===== config.mk =====
export PLATFORM = sky130hd
export DESIGN_NAME = heart_lives_renderer
export DESIGN_NICKNAME = d
export VERILOG_FILES = /design/src/rtl/heart_pkg.sv /design/src/rtl/lives_fsm.sv /design/src/rtl/heart_lives_renderer.sv
export SDC_FILE = /design/constraint.sdc
export NUM_CORES = 1
export LEC_CHECK = 0
export BUFFER_PORTS_ARGS = -buffer_cell sky130_fd_sc_hd__buf_2
export CORE_MARGIN = 3
export CORE_UTILIZATION = 53
export DETAILED_ROUTE_END_ITERATION = 12
export GPL_ROUTABILITY_DRIVEN = 0
export PLACE_DENSITY = 0.85
export SYNTH_ARGS = -nofsm -noshare
export SYNTH_HDL_FRONTEND = slang
export SYNTH_SLANG_ARGS = --single-unit

===== constraint.sdc =====
create_clock -name clk -period 3.5 [get_ports clk]
set_input_delay 0.35 -clock clk [delete_from_list [all_inputs] [get_ports clk]]
set_output_delay 0.35 -clock clk [all_outputs]
set_load 0.005 [all_outputs]

===== src/rtl/heart_pkg.sv =====
`default_nettype none
// +--------------------------------------------------------------------+
// | Module   : heart_pkg                                               |
// | Purpose  : Shared types and sizes for the lives heart overlay.     |
// | Revision : 1.0                                                     |
// +--------------------------------------------------------------------+
package heart_pkg;

    localparam int HEART_SIZE    = 16;
    localparam int SPRITE_ADDR_W = 4;
    localparam int PIX_W         = 10;

    typedef enum logic [1:0] {
        ALIVE  = 2'd0,
        INVULN = 2'd1,
        DEAD   = 2'd2
    } lives_state_t;

endpackage
`default_nettype wire


===== src/rtl/lives_fsm.sv =====
`default_nettype none
// +--------------------------------------------------------------------+
// | Module   : lives_fsm                                               |
// | Purpose  : Lives counter and invulnerability/blink state machine.  |
// |            LIVES_BLINK_EN enables heart blanking while invulnerable|
// | Revision : 1.0                                                     |
// +--------------------------------------------------------------------+
module lives_fsm
    import heart_pkg::*;
#(
    parameter int  MAX_LIVES    = 3,
    parameter int  BLINK_FRAMES = 60,
    parameter int  BLINK_SHIFT  = 3,
    localparam int LIVES_W      = $clog2(MAX_LIVES + 1),
    localparam int CNT_W        = $clog2(BLINK_FRAMES + 1)
) (
    input  logic               clk,
    input  logic               reset_n,
    input  logic               frame_tick,
    input  logic               hit,
    input  logic               heal,
    input  logic               restart,
    output logic [LIVES_W-1:0] lives,
    output logic               invuln,
    output logic               game_over,
    output logic               blank
);

    localparam logic [LIVES_W-1:0] c_max_lives    = LIVES_W'(MAX_LIVES);
    localparam logic [CNT_W-1:0]   c_blink_frames = CNT_W'(BLINK_FRAMES);

    lives_state_t       r_state;
    lives_state_t       w_state_nxt;
    logic [LIVES_W-1:0] r_lives;
    logic [LIVES_W-1:0] w_lives_nxt;
    logic [CNT_W-1:0]   r_blink_cnt;
    logic [CNT_W-1:0]   w_blink_cnt_nxt;
    logic [LIVES_W-1:0] w_lives_inc;
    logic [LIVES_W-1:0] w_lives_dec;

    assign w_lives_dec = r_lives - LIVES_W'(1);
    assign w_lives_inc = (r_lives >= c_max_lives) ? c_max_lives : r_lives + LIVES_W'(1);

    always_ff @(posedge clk or negedge reset_n) begin
        if (!reset_n) begin
            r_state     <= ALIVE;
            r_lives     <= c_max_lives;
            r_blink_cnt <= '0;
        end else begin
            r_state     <= w_state_nxt;
            r_lives     <= w_lives_nxt;
            r_blink_cnt <= w_blink_cnt_nxt;
        end
    end

    // restart overrides everything; a hit while ALIVE swallows a same-cycle heal
    always_comb begin
        w_state_nxt     = r_state;
        w_lives_nxt     = r_lives;
        w_blink_cnt_nxt = r_blink_cnt;
        if (restart) begin
            w_state_nxt     = ALIVE;
            w_lives_nxt     = c_max_lives;
            w_blink_cnt_nxt = '0;
        end else begin
            case (r_state)
                ALIVE: begin
                    if (hit) begin
                        w_lives_nxt = w_lives_dec;
                        if (w_lives_dec == '0) begin
                            w_state_nxt = DEAD;
                        end else begin
                            w_state_nxt     = INVULN;
                            w_blink_cnt_nxt = c_blink_frames;
                        end
                    end else if (heal) begin
                        w_lives_nxt = w_lives_inc;
                    end
                end
                INVULN: begin
                    if (heal) begin
                        w_lives_nxt = w_lives_inc;
                    end
                    if (frame_tick) begin
                        if (r_blink_cnt <= CNT_W'(1)) begin
                            w_blink_cnt_nxt = '0;
                            w_state_nxt     = ALIVE;
                        end else begin
                            w_blink_cnt_nxt = r_blink_cnt - CNT_W'(1);
                        end
                    end
                end
                DEAD: begin
                    w_lives_nxt = '0;
                end
                default: begin
                    w_state_nxt = ALIVE;
                end
            endcase
        end
    end

    assign lives     = r_lives;
    assign invuln    = (r_state == INVULN);
    assign game_over = (r_state == DEAD);

`ifdef LIVES_BLINK_EN
    assign blank = (r_state == DEAD) || ((r_state == INVULN) && r_blink_cnt[BLINK_SHIFT]);
`else
    assign blank = (r_state == DEAD);
`endif

endmodule
`default_nettype wire


===== src/rtl/heart_lives_renderer.sv =====
`default_nettype none
// +--------------------------------------------------------------------+
// | Module   : heart_lives_renderer                                    |
// | Purpose  : Row of lives hearts from a 16x16 sprite ROM, 2-clk      |
// |            overlay pipeline. LIVES_BLINK_EN selects blinking.      |
// | Revision : 1.0                                                     |
// +--------------------------------------------------------------------+
module heart_lives_renderer
    import heart_pkg::*;
#(
    parameter int  MAX_LIVES    = 3,
    parameter int  X_ORIGIN     = 16,
    parameter int  Y_ORIGIN     = 16,
    parameter int  SPACING      = 20,
    parameter int  BLINK_FRAMES = 60,
    parameter int  BLINK_SHIFT  = 3,
    localparam int LIVES_W      = $clog2(MAX_LIVES + 1)
) (
    input  logic                     clk,
    input  logic                     reset_n,
    input  logic [PIX_W-1:0]         x,
    input  logic [PIX_W-1:0]         y,
    input  logic                     video_on,
    input  logic                     frame_tick,
    input  logic                     hit,
    input  logic                     heal,
    input  logic                     restart,
    output logic [SPRITE_ADDR_W-1:0] rom_row,
    output logic [SPRITE_ADDR_W-1:0] rom_col,
    input  logic                     rom_data,
    output logic                     heart_on,
    output logic [LIVES_W-1:0]       lives,
    output logic                     invuln,
    output logic                     game_over
);

    // One extra bit keeps slot-edge arithmetic from wrapping near the right screen edge
    localparam int                   c_coord_w = PIX_W + 1;
    localparam logic [c_coord_w-1:0] c_size    = c_coord_w'(HEART_SIZE);
    localparam logic [c_coord_w-1:0] c_y_lo    = c_coord_w'(Y_ORIGIN);

    logic [c_coord_w-1:0]     w_x_ext;
    logic [c_coord_w-1:0]     w_y_ext;
    logic                     w_in_y;
    logic [SPRITE_ADDR_W-1:0] w_row_off;
    logic [MAX_LIVES-1:0]     w_slot_in;
    logic [MAX_LIVES-1:0]     w_slot_live;
    logic [SPRITE_ADDR_W-1:0] w_slot_col [MAX_LIVES];
    logic                     w_in_region;
    logic [SPRITE_ADDR_W-1:0] w_col;
    logic                     w_draw_en;
    logic                     w_blank;
    logic                     r_draw_en_d1;
    logic                     r_heart_on;

    assign w_x_ext   = {1'b0, x};
    assign w_y_ext   = {1'b0, y};
    assign w_in_y    = (w_y_ext >= c_y_lo) && (w_y_ext < c_y_lo + c_size);
    assign w_row_off = SPRITE_ADDR_W'(w_y_ext - c_y_lo);

    generate
        for (genvar k = 0; k < MAX_LIVES; k++) begin : g_slot
            localparam logic [c_coord_w-1:0] c_base = c_coord_w'(X_ORIGIN + k * SPACING);
            localparam logic [LIVES_W-1:0]   c_idx  = LIVES_W'(k);
            assign w_slot_in[k]   = w_in_y && (w_x_ext >= c_base) && (w_x_ext < c_base + c_size);
            assign w_slot_live[k] = (c_idx < lives);
            assign w_slot_col[k]  = SPRITE_ADDR_W'(w_x_ext - c_base);
        end
    endgenerate

    // Slots never overlap, so at most one bit of w_slot_in is set
    always_comb begin
        w_in_region = 1'b0;
        w_col       = '0;
        for (int k = 0; k < MAX_LIVES; k++) begin
            if (w_slot_in[k]) begin
                w_in_region = 1'b1;
                w_col       = w_slot_col[k];
            end
        end
    end

    assign rom_row   = w_in_region ? w_row_off : '0;
    assign rom_col   = w_in_region ? w_col : '0;
    assign w_draw_en = (|(w_slot_in & w_slot_live)) & video_on & ~w_blank;

    always_ff @(posedge clk or negedge reset_n) begin
        if (!reset_n) begin
            r_draw_en_d1 <= 1'b0;
            r_heart_on   <= 1'b0;
        end else begin
            r_draw_en_d1 <= w_draw_en;
            r_heart_on   <= r_draw_en_d1 & ~rom_data;
        end
    end

    assign heart_on = r_heart_on;

    lives_fsm #(
        .MAX_LIVES    (MAX_LIVES),
        .BLINK_FRAMES (BLINK_FRAMES),
        .BLINK_SHIFT  (BLINK_SHIFT)
    ) u_lives_fsm (
        .clk        (clk),
        .reset_n    (reset_n),
        .frame_tick (frame_tick),
        .hit        (hit),
        .heal       (heal),
        .restart    (restart),
        .lives      (lives),
        .invuln     (invuln),
        .game_over  (game_over),
        .blank      (w_blank)
    );

endmodule
`default_nettype wire

Yosys cells after proc, flatten, opt, wreduce, memory -nomap -nowiden
Cells that the tools add are included.
{"block": "word_totals", "regBits": 12, "input_bits": 28, "out_inout_bits": 13}
{"block": "op_classes", "addsub": 7, "order_cmp": 13, "eq_ne": 7, "muxes": 25, "bitwise_logic": 6, "n_reduce_logical": 14}
{"operator": "$lt A10 B6 Y1 const B", "n": 3}
{"operator": "$mux W6", "n": 5}
{"operator": "$ge A10 B5 Y1 const B", "n": 2}
{"operator": "$ge A10 B6 Y1 const B", "n": 2}
{"operator": "$mux W4", "n": 5}
{"operator": "$mux W2", "n": 9}
{"operator": "$pmux W2 S3", "n": 2}
{"operator": "$pmux W6 S2", "n": 1}
{"operator": "$lt A10 B7 Y1 const B", "n": 1}
{"operator": "$ne A3 B3 Y1 const B", "n": 3}
{"operator": "$reduce_and A4 Y1", "n": 2}
{"operator": "$sub A4 B1 Y4 const B", "n": 2}
{"operator": "$logic_and A1 B1 Y1", "n": 7}
{"operator": "$le A6 B1 Y1 const B", "n": 1}
{"operator": "$sub A6 B1 Y6 const B", "n": 1}
{"operator": "$logic_not A2 Y1", "n": 2}
{"operator": "$lt A1 B2 Y1 const A", "n": 2}
{"operator": "$reduce_bool A4 Y1", "n": 1}
{"operator": "$sub A4 B3 Y4 const B", "n": 1}
{"operator": "$sub A4 B4 Y4 const B", "n": 1}
{"operator": "$and A1 B1 Y1", "n": 3}
{"operator": "$and A3 B3 Y3", "n": 1}
{"operator": "$mux W1", "n": 3}
{"operator": "$ne A3 B2 Y1 const B", "n": 1}
{"operator": "10 further kinds", "n": 11}

Logic depth before layout (Yosys ltp)
{"block": "depth", "word_depth": 8, "depth_mapped": 7, "depth_no_buf": 6}

Cells and area by module
Synthesis repeated with hierarchy kept, for this count alone.
{"block": "unflattened", "cells_unflattened": 139, "hier_area_um2": 1168.6}
{"module": "lives_fsm", "n_inst": 1, "cells_each": 90, "area_per_inst_um2": 782.0}
{"module": "heart_lives_renderer", "n_inst": 1, "cells_each": 49, "area_per_inst_um2": 386.6}

Worst setup path after synthesis
Ideal clock, no wire load.
{"block": "synth_path", "kind": "register to register", "start": "reg u_lives_fsm.r_lives[1] (netlist: u_lives_fsm.lives[1])", "end": "reg u_lives_fsm.r_blink_cnt[1]", "setup_ps": 78, "t_arrival_ps": 1867, "path_slack_ps": 1555, "path_stages_with_launch": 7, "n_path_buf": 0, "period_less_slack_ps": 1945, "cell_sequence": "dfstp_2 -> inv_1 -> ha_1 -> nand2b_2 -> a221o_1 -> or3_1 -> a21oi_1"}
{"block": "synth_via", "elab_chain_cells": 4}
{"item": "start: declaration", "line": "lives_fsm.sv:34", "text": "logic [LIVES_W-1:0] r_lives;"}
{"item": "start signal: assignment", "line": "lives_fsm.sv:47", "text": "r_lives <= c_max_lives;"}
{"item": "start signal: assignment", "line": "lives_fsm.sv:51", "text": "r_lives <= w_lives_nxt;"}
{"item": "$sub A2 B1 Y2", "line": "lives_fsm.sv:41", "text": "assign w_lives_dec = r_lives - LIVES_W'(1);"}
{"item": "$logic_not A2 Y1", "line": "lives_fsm.sv:70", "text": "if (w_lives_dec == '0) begin"}
{"item": "$ne A3 B3 Y1 (no source line)"}
{"item": "$reduce_and A4 Y1 (no source line)"}
{"item": "end signal: assignment", "line": "lives_fsm.sv:52", "text": "r_blink_cnt <= w_blink_cnt_nxt;"}
{"item": "end: declaration", "line": "lives_fsm.sv:36", "text": "logic [CNT_W-1:0] r_blink_cnt;"}
No other way between the ends.
A chain may end at the register's enable or synchronous reset.

Worst setup path after layout
{"block": "layout_path", "start": "reg u_lives_fsm.r_lives[1] (netlist: u_lives_fsm.lives[1])", "end": "reg u_lives_fsm.r_blink_cnt[0]"}
The elaborated chain is that of the path after synthesis.

==> results.txt <==
- The tool flagged a number of max-cap violations equal to 0.
* Maximum clock rate: about 480 MHz
- Cell with the biggest individual delay on the critical path: sky130_fd_sc_hd__dfstp_2
- CP peak stage delay: approximately 0.57 ns
- Share of cells above drive strength 1: 29.4%
- The first detailed-routing pass ran for 4 iterations.
* Critical path type: flop to flop
* Routed vias: around 1.2k
- Class of the worst hold path: input pin to flop
- Clock network power share: between 10% and 20%
- Psw: 0.000392 W
- The worst-case IR drop observed on VDD is 579 µV.
- Clock-pin slew on the worst setup and hold paths: roughly 0.080 ns
* Pins Over Slew Limit: 0
- In this run, synthesis produced a sequential element count of 12.
- Standby leakage power: 0.702 nW
* Post-DP HPWL: around 2.2 mm
- Largest net degree at the start of global routing: 13
- Along the worst path, the maximum fanout reaches 8.
- Dividing the detail-routed via count by the number of cells gives 5.85.
- Count of unresolved DRC violations after routing: 0
- No sink is reached through more buffers than the 2 on the longest clock path.
* Non-Filler Cell Area, Final: between 0.001 and 0.0015 mm²
* Remaining max-slew budget at the tightest pin: about two thirds
- Async S/R FF share, synth: 100%
- After floorplanning, the core was divided into 16 placement rows.
* CTS Buf Count: 3
* Accumulated negative setup slack: 0 ns
* Reg power frac: 27.9%
- Synth top area share: between 20% and 30%
- In the final design database the tool counted between 200 and 250 nets.
- Proportion of synthesized chip area in sequential cells: a little over a quarter
- The first global-routing pass estimated 4.55 mm of wire.
* Die footprint: approximately 0.0027 mm²
- Net Count, Synth: between 150 and 200
- Post-synthesis to final-layout area growth: 23.6%
* Grt met3 use: under 10%
* Number of input and output port buffers inserted: 40
- Type of element capturing the critical path: flop
- The worst setup path is launched from a flop.
* Proportion of power drawn by combinational gates: between 50% and 60%
- For the finished layout, the period the worst path requires is 2.08 ns.
* Routing usage on met1: 27.0%
- Initial Util: between 50% and 60%
- Buffer count from post-CTS setup fixing: 0
- Clock insertion delay at the later pin of the skew report: approximately 0.28 ns
- In this run the cell area of the synthesized design comes to roughly 0.0011 mm².
* Synth top cells by count: sky130_fd_sc_hd__inv_1 (14), sky130_fd_sc_hd__a21oi_1 (13), sky130_fd_sc_hd__ha_1 (11), sky130_fd_sc_hd__o21ai_0 (11), sky130_fd_sc_hd__dfrtp_1 (10)
- Power density cells: between 600 and 700 mW/mm²
- Average routed wire per standard cell: ~14 µm
- The count of endpoints failing hold in the final timing report is 0.
* Post-Syn Instances: 138
- Setup violations remaining at the end of the flow were counted as 0.
- The detail route stage leaves a number of antenna-violating nets equal to 0.
- The flow ran to the end, and the final reports show no timing, DRC or antenna violations.
- List of cells traversed by the critical path: inv_1 -> ha_1 -> nand2b_2 -> a221o_1 -> or3_1 -> a21oi_1
- In this run, post-CTS repair resized a total of 0 instances.
* IO Pins: 41
- A synthesized cell averages roughly 8.3 µm².
- STA puts the critical path data required time at between 3 and 4 ns.
- The tree is rooted in a sky130_fd_sc_hd__clkbuf_4.
* Critical path data arrival time: ~2.3 ns
- The Yosys step of the flow raised 0 warnings.
- The floorplan step defined a core boundary enclosing ~0.0020 mm².
- After clock tree synthesis, the flow added hold-fix buffers numbering 1.
* Worst reg-to-reg setup slack: ~1.4 ns
* Maximum level of the CTS H-tree: 1
* Int Power: between 0.0004 and 0.0005 W
* Starting DRT DRC Count: 40
- Number of global-route vias before repair: roughly 1.1k
- TritonCTS built the clock tree.
- Final setup skew: 0.00409 ns
* Met2 Track Usage GR: 38.6%
* Die width: 52.4 µm
- Counting every sink on the clock net gives 12.
- The final critical path takes up between 50 and 60% of the cycle.
* Height of the die: about 52 µm
* Antenna violations before repair: 0
* Top Usage Layer GRT: met2
- Antenna fix cells: 0
* Aggregate global-route resource usage: approximately 22%
- Total grt overflow: 0
* Unrepaired setup endpoints after global routing: no
- Most frequent cell after synthesis: sky130_fd_sc_hd__inv_1
- Cell area reported after detailed placement: roughly 0.0014 mm²
- Switching fraction of total power: between 40% and 50%
- Largest cells by area after synthesis: sky130_fd_sc_hd__dfrtp_1 (22%), sky130_fd_sc_hd__ha_1 (12%), sky130_fd_sc_hd__a21oi_1 (5.7%)
- At the pin with the least slew margin, the transition time is 0.495 ns.
* Largest area contributor in the netlist: sky130_fd_sc_hd__dfrtp_1
* Count of distinct cell types in the synthesized netlist: 43
- Number of enable-type register cells in the synthesized netlist: 0
* Post-synth top flop: sky130_fd_sc_hd__dfrtp_1
- For this block, the routed nets add up to around 2.8 mm of wire.
[critical path: cells and delay by family (launching register included)]
family	cells	cell delay, ns
AOI/OAI and AO/OA	2	0.52
adders and majority gates	1	0.23
buffers and inverters	1	0.07
DFF	1	0.57
and+or+nand+nor	2	0.60
[per-layer routing]
| metal | up-vias | routed length (µm) |
|---|---|---|
| met5 | - | 0 |
| met4 | 0 | 16 |
| met1 | 559 | 1220 |
| li1 | 595 | - |
| met2 | 54 | 1340 |
| met3 | 2 | 232 |
[final cells by class]
class	instances	area (µm²)
multi-input combinational	109	773
fill	180	593
sequential	12	303
timing repair buffer	41	210
inverter	14	52.6
clock buffer	4	36.3
tap	27	33.8
[sequential cells by signal, indices dropped and copies added (netlist names)]
name and flops:
r_draw_en_d1 1, u_lives_fsm.r_blink_cnt 6, u_lives_fsm.r_state 2, heart_on 1, u_lives_fsm.lives 2
[layout by cell type, fill, tap and decap left out, types with 3 or more instances in the layout]
| master | Yosys | final |
|---|---|---|
| sky130_fd_sc_hd__a21oi_1 | 13 | 13 |
| sky130_fd_sc_hd__and2_1 | 3 | 3 |
| sky130_fd_sc_hd__and3_1 | 7 | 7 |
| sky130_fd_sc_hd__buf_2 | 0 | 40 |
| sky130_fd_sc_hd__clkbuf_4 | 0 | 3 |
| sky130_fd_sc_hd__dfrtp_1 | 10 | 10 |
| sky130_fd_sc_hd__ha_1 | 11 | 11 |
| sky130_fd_sc_hd__inv_1 | 14 | 14 |
| sky130_fd_sc_hd__nand2_1 | 5 | 5 |
| sky130_fd_sc_hd__nand2b_1 | 4 | 4 |
| sky130_fd_sc_hd__nor2_1 | 3 | 3 |
| sky130_fd_sc_hd__nor2b_1 | 6 | 6 |
| sky130_fd_sc_hd__nor3_1 | 5 | 5 |
| sky130_fd_sc_hd__o21ai_0 | 11 | 11 |
| sky130_fd_sc_hd__or3_1 | 6 | 6 |
[power by group through the flow]
| stage | sequential (W) | clock (W) | combinational, W |
|---|---|---|---|
| after floorplan | 0.000228 | 0 | 0.000375 |
| after global placement | 0.000237 | 0 | 0.000482 |
| final | 0.000239 | 0.000115 | 0.000503 |
| after global routing | 0.000247 | 0.000124 | 0.000570 |
| after CTS | 0.000237 | 0.000118 | 0.000499 |
| after detailed placement | 0.000239 | 0 | 0.000496 |
[logic make-up (layout without fill, tap and decap cells)]
family	Yosys count	after routing	share of synthesized area [%]
simple gates	53	53	30.3
fa+ha+maj	11	11	12.1
flops	12	12	26.6
compound gates	45	45	25.5
buf+inv	17	59	5.60
[worst paths after layout]
kind / startpoint / end / cells after the start
max in group asynchronous: reset_n / u_lives_fsm.lives[0] / 2
hold reg to reg: r_draw_en_d1 / heart_on / 1
setup / recovery: u_lives_fsm.lives[1] / u_lives_fsm.r_blink_cnt[0] / 6
hold / removal: rom_data / heart_on / 2
min in group asynchronous: reset_n / u_lives_fsm.r_blink_cnt[3] / 2
setup reg to reg: u_lives_fsm.lives[1] / u_lives_fsm.r_blink_cnt[0] / 6
[stage by stage]
stage               instances  hold slack, ns  power (W)  setup WS [ns]  util (%)
finish                    207           0.215   0.000857           1.42      70.4
global route              207           0.203   0.000941           1.26      70.4
CTS                       207           0.213   0.000855           1.41      70.4
detailed placement        202           0.247   0.000735           1.43      68.1
global placement          202           0.244   0.000718           1.46      68.1
floorplan                 138          0.0544   0.000603           1.56         -
Power figures use the tool's default switching activity.
